**src/rtl/lift_pkg.sv**
```systemverilog
// Shared definitions for the LeGall 5/3 lifting blocks: default widths,
// inverse-engine state encoding and the lifting rounding constants.
package lift_pkg;

   localparam int CW_DEF = 16;   // coefficient width (signed)
   localparam int SW_DEF = 15;   // sample width (signed)

   // Update step: (d[n-1] + d[n] + UPD_RND) >>> UPD_SHIFT
   localparam int UPD_RND   = 2;
   localparam int UPD_SHIFT = 2;
   // Predict step: (x[2n] + x[2n+2]) >>> PRD_SHIFT
   localparam int PRD_SHIFT = 1;

   typedef enum logic [2:0] {
      S_EVEN = 3'd0,   // waiting for s[n]
      S_ODD  = 3'd1,   // waiting for d[n]
      S_EM_O = 3'd2,   // presenting x[2n-1]
      S_EM_E = 3'd3,   // presenting x[2n]
      S_EM_L = 3'd4    // presenting x[N-1], end of row
   } lift_state_t;

endpackage

```
**src/rtl/inv53_kernel.sv**
```systemverilog
// Combinational inverse 5/3 lifting kernel. The even output undoes the update
// step; the odd output undoes the predict step. All math is CW+2 bits wide
// with floor (arithmetic) shifts.
module inv53_kernel
   import lift_pkg::*;
#(
   parameter int CW = CW_DEF
) (
   input  logic signed [CW-1:0] s,        // s[n]
   input  logic signed [CW-1:0] d_left,   // d[n-1] (or d[0] at row start)
   input  logic signed [CW-1:0] d_right,  // d[n]
   input  logic signed [CW-1:0] d_mid,    // detail coefficient between the two evens
   input  logic signed [CW+1:0] x_left,   // even sample left of the odd one
   input  logic signed [CW+1:0] x_right,  // even sample right of the odd one
   output logic signed [CW+1:0] x_even,
   output logic signed [CW+1:0] x_odd
);

   localparam int W = CW + 2;

   logic signed [W-1:0] upd_sum_s;
   logic signed [W-1:0] prd_sum_s;

   // Even sample: remove the rounded update contribution from s[n].
   always_comb begin
      upd_sum_s = W'(d_left) + W'(d_right) + W'(UPD_RND);
      x_even    = W'(s) - (upd_sum_s >>> UPD_SHIFT);
   end

   // Odd sample: add back the floor average of the neighbouring evens.
   always_comb begin
      prd_sum_s = x_left + x_right;
      x_odd     = W'(d_mid) + (prd_sum_s >>> PRD_SHIFT);
   end

endmodule

```
**src/rtl/inv_lift_row.sv**
```systemverilog
// Inverse LeGall 5/3 row engine. Consumes interleaved s0,d0,s1,d1,... and
// emits x0..x(N-1) in natural order over valid/ready handshakes. Input is
// back-pressured whenever a reconstructed sample is pending.
module inv_lift_row
   import lift_pkg::*;
#(
   parameter int ROW_LEN = 256,
   parameter int CW      = CW_DEF,
   parameter int SW      = SW_DEF
) (
   input  logic                 clk,
   input  logic                 rst_n,
   input  logic signed [CW-1:0] in_data,
   input  logic                 in_valid,
   output logic                 in_ready,
   output logic signed [SW-1:0] out_data,
   output logic                 out_valid,
   input  logic                 out_ready,
   output logic                 out_eol
);

   localparam int W  = CW + 2;
   localparam int NW = $clog2(ROW_LEN / 2);
   localparam logic [NW-1:0] N_LAST = NW'(ROW_LEN / 2 - 1);

   lift_state_t          state_r;
   logic [NW-1:0]        n_r;
   logic signed [CW-1:0] s_r;        // s[n]
   logic signed [CW-1:0] d_r;        // most recent detail coefficient
   logic signed [W-1:0]  xe_r;       // most recent even sample
   logic                 in_ready_r;
   logic                 out_valid_r;
   logic                 out_eol_r;
   logic signed [SW-1:0] out_data_r;

   logic signed [CW-1:0] k_dl_s;
   logic signed [W-1:0]  k_xr_s;
   logic signed [W-1:0]  x_even_s;
   logic signed [W-1:0]  x_odd_s;

   // Truncate an internal-width sample to the output width (wraps, no clamp).
   function automatic logic signed [SW-1:0] to_sample(input logic signed [W-1:0] v);
      return v[SW-1:0];
   endfunction

   // Left detail neighbour: symmetric extension d[-1] = d[0] on the first pair.
   always_comb begin
      k_dl_s = d_r;
      if (n_r == {NW{1'b0}}) begin
         k_dl_s = in_data;
      end else begin
         k_dl_s = d_r;
      end
   end

   // Right even neighbour: the freshly computed x[2n] while capturing d[n],
   // otherwise xe_r itself (x[N] = x[N-2] for the last odd sample).
   always_comb begin
      k_xr_s = xe_r;
      if (state_r == S_ODD) begin
         k_xr_s = x_even_s;
      end else begin
         k_xr_s = xe_r;
      end
   end

   inv53_kernel #(.CW(CW)) u_kernel (
      .s       (s_r),
      .d_left  (k_dl_s),
      .d_right (in_data),
      .d_mid   (d_r),
      .x_left  (xe_r),
      .x_right (k_xr_s),
      .x_even  (x_even_s),
      .x_odd   (x_odd_s)
   );

   // Row sequencer: capture s/d pairs, then present the reconstructed samples.
   always_ff @(posedge clk or negedge rst_n) begin
      if (!rst_n) begin
         state_r     <= S_EVEN;
         n_r         <= {NW{1'b0}};
         s_r         <= {CW{1'b0}};
         d_r         <= {CW{1'b0}};
         xe_r        <= {W{1'b0}};
         in_ready_r  <= 1'b0;
         out_valid_r <= 1'b0;
         out_eol_r   <= 1'b0;
         out_data_r  <= {SW{1'b0}};
      end else begin
         case (state_r)
            S_EVEN: begin
               in_ready_r <= 1'b1;
               if (in_valid && in_ready_r) begin
                  s_r     <= in_data;
                  state_r <= S_ODD;
               end
            end
            S_ODD: begin
               if (in_valid && in_ready_r) begin
                  d_r         <= in_data;
                  xe_r        <= x_even_s;
                  in_ready_r  <= 1'b0;
                  out_valid_r <= 1'b1;
                  out_eol_r   <= 1'b0;
                  if (n_r == {NW{1'b0}}) begin
                     out_data_r <= to_sample(x_even_s);
                     state_r    <= S_EM_E;
                  end else begin
                     out_data_r <= to_sample(x_odd_s);
                     state_r    <= S_EM_O;
                  end
               end
            end
            S_EM_O: begin
               if (out_ready) begin
                  out_data_r <= to_sample(xe_r);
                  state_r    <= S_EM_E;
               end
            end
            S_EM_E: begin
               if (out_ready) begin
                  if (n_r == N_LAST) begin
                     out_data_r <= to_sample(x_odd_s);
                     out_eol_r  <= 1'b1;
                     state_r    <= S_EM_L;
                  end else begin
                     n_r         <= n_r + NW'(1);
                     out_valid_r <= 1'b0;
                     in_ready_r  <= 1'b1;
                     state_r     <= S_EVEN;
                  end
               end
            end
            S_EM_L: begin
               if (out_ready) begin
                  n_r         <= {NW{1'b0}};
                  out_valid_r <= 1'b0;
                  out_eol_r   <= 1'b0;
                  in_ready_r  <= 1'b1;
                  state_r     <= S_EVEN;
               end
            end
            default: begin
               state_r     <= S_EVEN;
               n_r         <= {NW{1'b0}};
               in_ready_r  <= 1'b0;
               out_valid_r <= 1'b0;
               out_eol_r   <= 1'b0;
            end
         endcase
      end
   end

   assign in_ready  = in_ready_r;
   assign out_valid = out_valid_r;
   assign out_eol   = out_eol_r;
   assign out_data  = out_data_r;

endmodule

```
**config.mk**
```make
export PLATFORM = sky130hd
export DESIGN_NAME = inv_lift_row
export DESIGN_NICKNAME = d
export VERILOG_FILES = /design/src/rtl/lift_pkg.sv /design/src/rtl/inv53_kernel.sv /design/src/rtl/inv_lift_row.sv
export SDC_FILE = /design/constraint.sdc
export NUM_CORES = 1
export LEC_CHECK = 0
export BUFFER_PORTS_ARGS = -buffer_cell sky130_fd_sc_hd__buf_2
export CORE_MARGIN = 2
export CORE_UTILIZATION = 57
export CTS_BUF_LIST = sky130_fd_sc_hd__clkbuf_16
export DETAILED_ROUTE_END_ITERATION = 8
export PLACE_DENSITY = 0.82
export SLEW_MARGIN = 20
export SYNTH_ARGS = -nofsm -noshare
export SYNTH_HDL_FRONTEND = slang
export SYNTH_SLANG_ARGS = --single-unit
```
**constraint.sdc**
```tcl
create_clock -name clk -period 7.9 [get_ports clk]
set_clock_uncertainty 0.2 [all_clocks]
set_input_delay 0.79 -clock clk [delete_from_list [all_inputs] [get_ports clk]]
set_output_delay 0.79 -clock clk [all_outputs]
set_load 0.005 [all_outputs]
```
# Word-level counts from Yosys, hierarchy flattened

Cells that the tools add are included.

Register bits after elaboration: 76
Input port bits: 20
Output and inout bits: 18
Word-level logic and storage cells: 77

Add/sub/neg operators: 6
Eq/ne operators: 12
Muxes and demuxes: 33
Bitwise logic cells: 3
Reductions and logical operators: 14

Operators with widths:

| kind                                          | count |
|---|---|
| 2-to-1 mux 15 bit                             | 5 |
| case mux 15 bit (3 select lines)              | 1 |
| 2-to-1 mux 16 bit                             | 2 |
| AND reduction 5 bit                           | 5 |
| 2-to-1 mux 7 bit                              | 3 |
| case mux 7 bit (3 select lines)               | 1 |
| adder 17 x 3 -> 18 bit, second input constant | 1 |
| 2-to-1 mux 3 bit                              | 6 |
| adder 16 x 16 -> 17 bit                       | 1 |
| adder 16 bit                                  | 1 |
| subtractor 16 bit                             | 1 |
| adder 15 bit                                  | 1 |
| case mux 3 bit (5 select lines)               | 1 |
| != test 2 bit, second input constant          | 6 |
| 2-to-1 mux 1 bit                              | 11 |
| case mux 1 bit (4 select lines)               | 2 |
| adder 7 x 1 -> 7 bit, second input constant   | 1 |
| == test 7 bit, second input constant          | 1 |
| logical NOT 7 bit                             | 1 |
| == test 3 x 2 -> 1 bit, second input constant | 2 |
| case mux 1 bit (5 select lines)               | 1 |
| AND reduction 2 bit                           | 2 |
| AND reduction 4 bit                           | 1 |
| == test 3 x 1 -> 1 bit, second input constant | 1 |
| other kinds (8)                               | 10 |

# Longest topological paths before layout

Depth after elaboration: 11
Depth in mapped cells: 42
Gate-level depth less buffers: 40

# Modules after synthesis

From an unflattened synthesis, not the netlist that was laid out.

Cell total of the unflattened synthesis: 760
Area total of the unflattened synthesis: 7,224.4 um2

By module, submodules not included:

| module       | times used | cells an instance | area an instance (um2) | seq. area each (um2) |
|---|---|---|---|---|
| inv_lift_row | 1          | 322               | 3,927.5                | 1,951.9 |
| inv53_kernel | 1          | 438               | 3,296.9                | 0.0 |

# Worst setup path after synthesis

Ideal clock, no wire load.

Kind: reg2reg
Start: register n_r[0]
End: register out_data_r[13], in the netlist out_data[13]
Setup time: 0.128 ns
Arrival: 7.156 ns
Data required time: 7.572 ns
Path slack: 0.416 ns
Cell stages (with the launch flop): 38
Path buffers: 2
Clock period less this slack: 7.484 ns
Cell sequence: dfrtp_1 -> inv_1 -> ha_1 -> nor4b_4 -> nand2_1 -> clkbuf_1 -> clkbuf_1 -> a21oi_1 -> ha_1 -> nor3_1 -> fa_1 -> a211o_1 -> o211ai_2 -> nand2b_1 -> a21oi_1 -> xor2_1 -> ha_1 -> o21a_1 -> (+2 left out) -> a21oi_1 -> o21bai_1 -> a21oi_1 -> xnor2_1 -> o21ai_0 -> ha_1 -> a21o_1 -> or3_1 -> o21ai_0 -> xnor2_1 -> ha_1 -> and2_1 -> or4b_1 -> a31oi_1 -> nor4_1 -> a31o_2 -> nor4bb_1 -> nor3_1

Word-level cells in the longest chain between the ends: 11
Elaborated cells on any way between the ends: 16
Those cells by class: 5 x add/sub; 2 x eq/ne; 7 x mux; 2 x reduce/logical

RTL lines:

| what                                 | RTL line                                 | text |
|---|---|---|
| start, declared                      | inv_lift_row.sv:27                       | `logic [NW-1:0] n_r;` |
| start signal, assigned               | inv_lift_row.sv:82                       | `n_r <= {NW{1'b0}};` |
| start signal, assigned               | inv_lift_row.sv:128                      | `n_r <= n_r + NW'(1);` |
| start signal, assigned               | inv_lift_row.sv:137                      | `n_r <= {NW{1'b0}};` |
| logical NOT 7 bit                    | inv_lift_row.sv:49, inv_lift_row.sv:106  |  |
| 2-to-1 mux 16 bit                    | inv_lift_row.sv:49                       | `if (n_r == {NW{1'b0}}) begin` |
| adder 16 x 16 -> 17 bit              | inv53_kernel.sv:26                       | `upd_sum_s = W'(d_left) + W'(d_right) + W'(UPD_RND);` |
| adder 17 x 3 -> 18 bit               | inv53_kernel.sv:26                       |  |
| subtractor 16 bit                    | inv53_kernel.sv:27                       | `x_even = W'(s) - (upd_sum_s >>> UPD_SHIFT);` |
| 2-to-1 mux 16 bit                    | inv_lift_row.sv:60                       | `if (state_r == S_ODD) begin` |
| adder 16 bit                         | inv53_kernel.sv:32                       | `prd_sum_s = x_left + x_right;` |
| adder 15 bit                         | inv53_kernel.sv:33                       | `x_odd = W'(d_mid) + (prd_sum_s >>> PRD_SHIFT);` |
| 2-to-1 mux 15 bit (on tied branches) | inv_lift_row.sv:123, inv_lift_row.sv:106 |  |
| 2-to-1 mux 15 bit (on tied branches) | inv_lift_row.sv:122, inv_lift_row.sv:100 |  |
| case mux 15 bit (3 select lines)     | inv_lift_row.sv:91                       | `case (state_r)` |
| end signal, assigned                 | inv_lift_row.sv:89                       | `out_data_r <= {SW{1'b0}};` |
| end signal, assigned                 | inv_lift_row.sv:117                      | `out_data_r <= to_sample(xe_r);` |
| end signal, assigned                 | inv_lift_row.sv:124                      | `out_data_r <= to_sample(x_odd_s);` |
| end, declared                        | inv_lift_row.sv:34                       | `logic signed [SW-1:0] out_data_r;` |

Parallel ways exist; a longest one is shown, timed or not. The select of a mux whose other input is x is not followed.
A chain may end at the register's enable or synchronous reset.

# Worst setup path after layout

Ends and elaborated chain as after synthesis.

==> results.py <==
metrics = {
    "routing": {
        "drt_wl_total_mm": 16.4,
        "drtPass1Iterations": 5,
        "drtIter0Drc": 472,
        "drc": 0,
        "post_drt_via_cell_ratio": 6.05,
        "ant_nets": 0,
        "wire_per_inst_um": 16.5,
        "route.vias.total": 6025,
    },
    "synthesis": {
        "netlist_area_mm2": 0.00662,
        "synth_cells": 796,
        "mappedNetlistNets": 896,
        "synth-edff-count": 0,
        "synth_top_area_share_pct": 28.7,
        "synth_ff_type": "dfrtp_1",
        "synth_area_per_cell_um2": 8.31,
        "yosys_warnings": 0,
        "yosys-top-cells-area": "dfrtp_1 29%, ha_1 14%, nand2_1 7.0%, o21ai_0 5.1%, mux2_2 4.8%",
        "ys_async_sr_fraction_pct": 100,
        "synth_top_area_cell": "dfrtp_1",
        "ys_types": 71,
        "seq_area_frac_synth_pct": 28.7,
        "ys_ff_latch": 76,
    },
    "sta": {
        "worst_pin_slew_ns": 0.963,
        "fin_crit_sh_pct": 96.7,
        "slew_headroom_pct": 35.8,
        "timing.fmax_mhz": 131,
        "slew_viol_final": 0,
        "setup_tns_ns": 0,
        "finalHoldViolations": 0,
        "hold_slack_ns": 0.279,
        "finalCriticalPeriod_ns": 7.64,
        "setup_viol": 0,
    },
    "worst_setup_path": {
        "cpPeakStageDelay_ns": 0.49,
        "crit_path_end_kind": "flop",
        "worstPathMaxFanout": 5,
        "worst-path-stages": 38,
        "arrival_ns": 7.68,
        "r2r_start": "n_r[0]$_DFFE_PN0P_",
        "reg2reg_slack_ns": 0.26,
        "crit_slowest_cell": "or4b_4",
        "worst-setup-path-type": "flop to flop",
        "rr_worst_depth": 38,
        "crit_family": "simple AND/OR/NAND/NOR gates",
        "r2r_end": "out_data[13]$_DFFE_PN0P_",
        "worstSetupStartpoint": "n_r[0]$_DFFE_PN0P_",
        "crit_end": "out_data[13]$_DFFE_PN0P_",
        "cp-start-kind": "flop",
        "critical_path_required_ns": 7.94,
        "cpMostUsedCell": "ha_1",
        "path_buf_inv": 4,
    },
    "global_route": {
        "grt_antenna_before_repair": 0,
        "grt_overflow": 0,
        "grt_pass1_vias": 5273,
        "grt_max_degree": 77,
        "grt_pass1_wl_mm": 25.9,
        "grt_usage_pct": 25.8,
    },
    "clocking": {
        "cts_tree": "done",
        "cts_buffers": 9,
        "clock_sinks": 76,
        "insertion_delay_ns": 0.36,
        "clock-root-buffer": "clkbuf_16",
        "h-tree-depth": 3,
        "hold_buffers": 0,
        "path_clk_slew_ns": 0.06,
        "clock_path_buffers": 2,
    },
    "finish": {
        "syn_to_final_growth_pct": 16.1,
        "n_antenna_cell": 0,
        "post-route-util_pct": 67.6,
        "layout.cells.non_filler": 996,
        "finalNetCount": 949,
        "final_layout_size_suffix_gt1_share_pct": 20.2,
    },
    "placement": {
        "dp_hpwl_mm": 11.5,
        "portBuffers": 37,
        "dp.cells": 960,
        "gp_congestion": 0.936,
    },
    "die": {
        "die_w_um": 112,
        "top_level_ports": 38,
        "coreArea_mm2": 0.0114,
        "rows": 39,
        "start_util_pct": 58.2,
        "fp.dieH_um": 112,
        "dieArea_mm2": 0.0125,
    },
    "job": {
        "maxCapViolations": 0,
    },
    "hold_path": {
        "hold_path.class": "flop to flop",
    },
    "run_status": {
        "status": "finished clean",
    },
}
[area by class of cell]
class / count / area [um^2]
Multi-Input combinational cell: 655 / 4760
Fill cell: 871 / 3690
Sequential cell: 76 / 1900
Timing Repair Buffer: 66 / 409
Clock buffer: 9 / 225
Tap cell: 143 / 179
Inverter: 41 / 154
Clock inverter: 6 / 50.0
[cells in the mapped netlist (2+ instances only)]
cell / instances
a211o_1: 2
a211oi_1: 3
a21boi_0: 3
a21o_1: 9
a21oi_1: 60
a21oi_2: 2
a221oi_1: 7
a22oi_1: 3
a311oi_1: 2
a31oi_1: 7
and2_1: 3
and3_1: 7
clkbuf_1: 23
dfrtp_1: 76
fa_1: 4
ha_1: 76
inv_1: 41
mux2_2: 28
nand2_1: 124
nand2b_1: 8
nand3_1: 14
nand4_1: 6
nor2_1: 63
nor2_2: 2
nor2b_1: 13
nor3_1: 13
nor4_1: 3
o2111ai_1: 2
o211a_1: 3
o211ai_1: 7
o21a_1: 11
o21ai_0: 68
o21ai_1: 3
o21ai_2: 3
o21bai_1: 8
o31a_1: 3
o31ai_1: 5
or2_2: 3
or3_1: 5
xnor2_1: 25
xor2_1: 18
[routing by layer]
| metal | global-route usage, % | wire length [um] | vias up |
|---|---|---|---|
| met4 | 10.4 | 445 | 0 |
| met1 | 38.3 | 7680 | 2845 |
| met5 | 0 | 0 | - |
| li1 | - | - | 2951 |
| met3 | 3.27 | 971 | 33 |
| met2 | 38.1 | 7350 | 196 |
[sequential cells by signal, summed over array words and instances, names as in the netlist]
name,flops
d_r,16
in_ready,1
n_r,7
out_data,15
out_eol,1
out_valid,1
s_r,16
state_r,3
xe_r,16
[timing repair]
item                                    CTS  global route
gates resized for setup                   0            57
setup buffers                             0            21
endpoints found under the hold margin     0             0
endpoints found under the setup margin    0             7
[cell families after synthesis]
family / share of synthesized area (%)
xor gates and xnor gates: 6.03
buffers and inverters: 3.71
DFF: 28.7
and+or+nand+nor: 19.3
AOI/OAI and AO/OA: 21.9
muxes: 4.76
adders and majority gates: 15.6
[metrics by stage]
stage	instance area, um^2	worst slack [ns]
after floorplan	6620	0.416
after global placement	6970	0.256
after detailed placement	6970	0.0825
after CTS	7240	0.0505
after global routing	7680	-0.163
final	7680	0.259
[placed cells by master, fill, tap and decap left out, types with 9 or more instances in the layout]
master / n
buf_4: 29
inv_1: 44
a21oi_1: 50
nor2_1: 62
xor2_1: 16
clkbuf_16: 9
dfrtp_1: 76
o21ai_0: 64
o21a_1: 11
nor2b_1: 12
nor3_1: 12
mux2_2: 28
nand3_1: 14
buf_2: 36
a21o_1: 9
xnor2_1: 24
a21oi_2: 11
nand2_1: 121
ha_1: 68
[worst min path at each step]
| stage | startpoint | to | slack (ns) | cells past startpoint |
|---|---|---|---|---|
| 2_1_floorplan | d_r[15]$_DFFE_PN0P_ | d_r[15]$_DFFE_PN0P_ | 0.25 | 2 |
| 3_3_place_gp | out_eol$_DFFE_PN0P_ | out_eol$_DFFE_PN0P_ | 0.26 | 2 |
| 3_5_place_dp | out_eol$_DFFE_PN0P_ | out_eol$_DFFE_PN0P_ | 0.27 | 2 |
| 4_1_cts | d_r[15]$_DFFE_PN0P_ | d_r[15]$_DFFE_PN0P_ | 0.29 | 2 |
| 5_1_grt | out_data[8]$_DFFE_PN0P_ | out_data[8]$_DFFE_PN0P_ | 0.30 | 1 |
| 6_report | out_data[12]$_DFFE_PN0P_ | out_data[12]$_DFFE_PN0P_ | 0.28 | 1 |
Power is not shown: default switching activity piles up to over one toggle a cycle in this logic, so the estimate is an artifact.
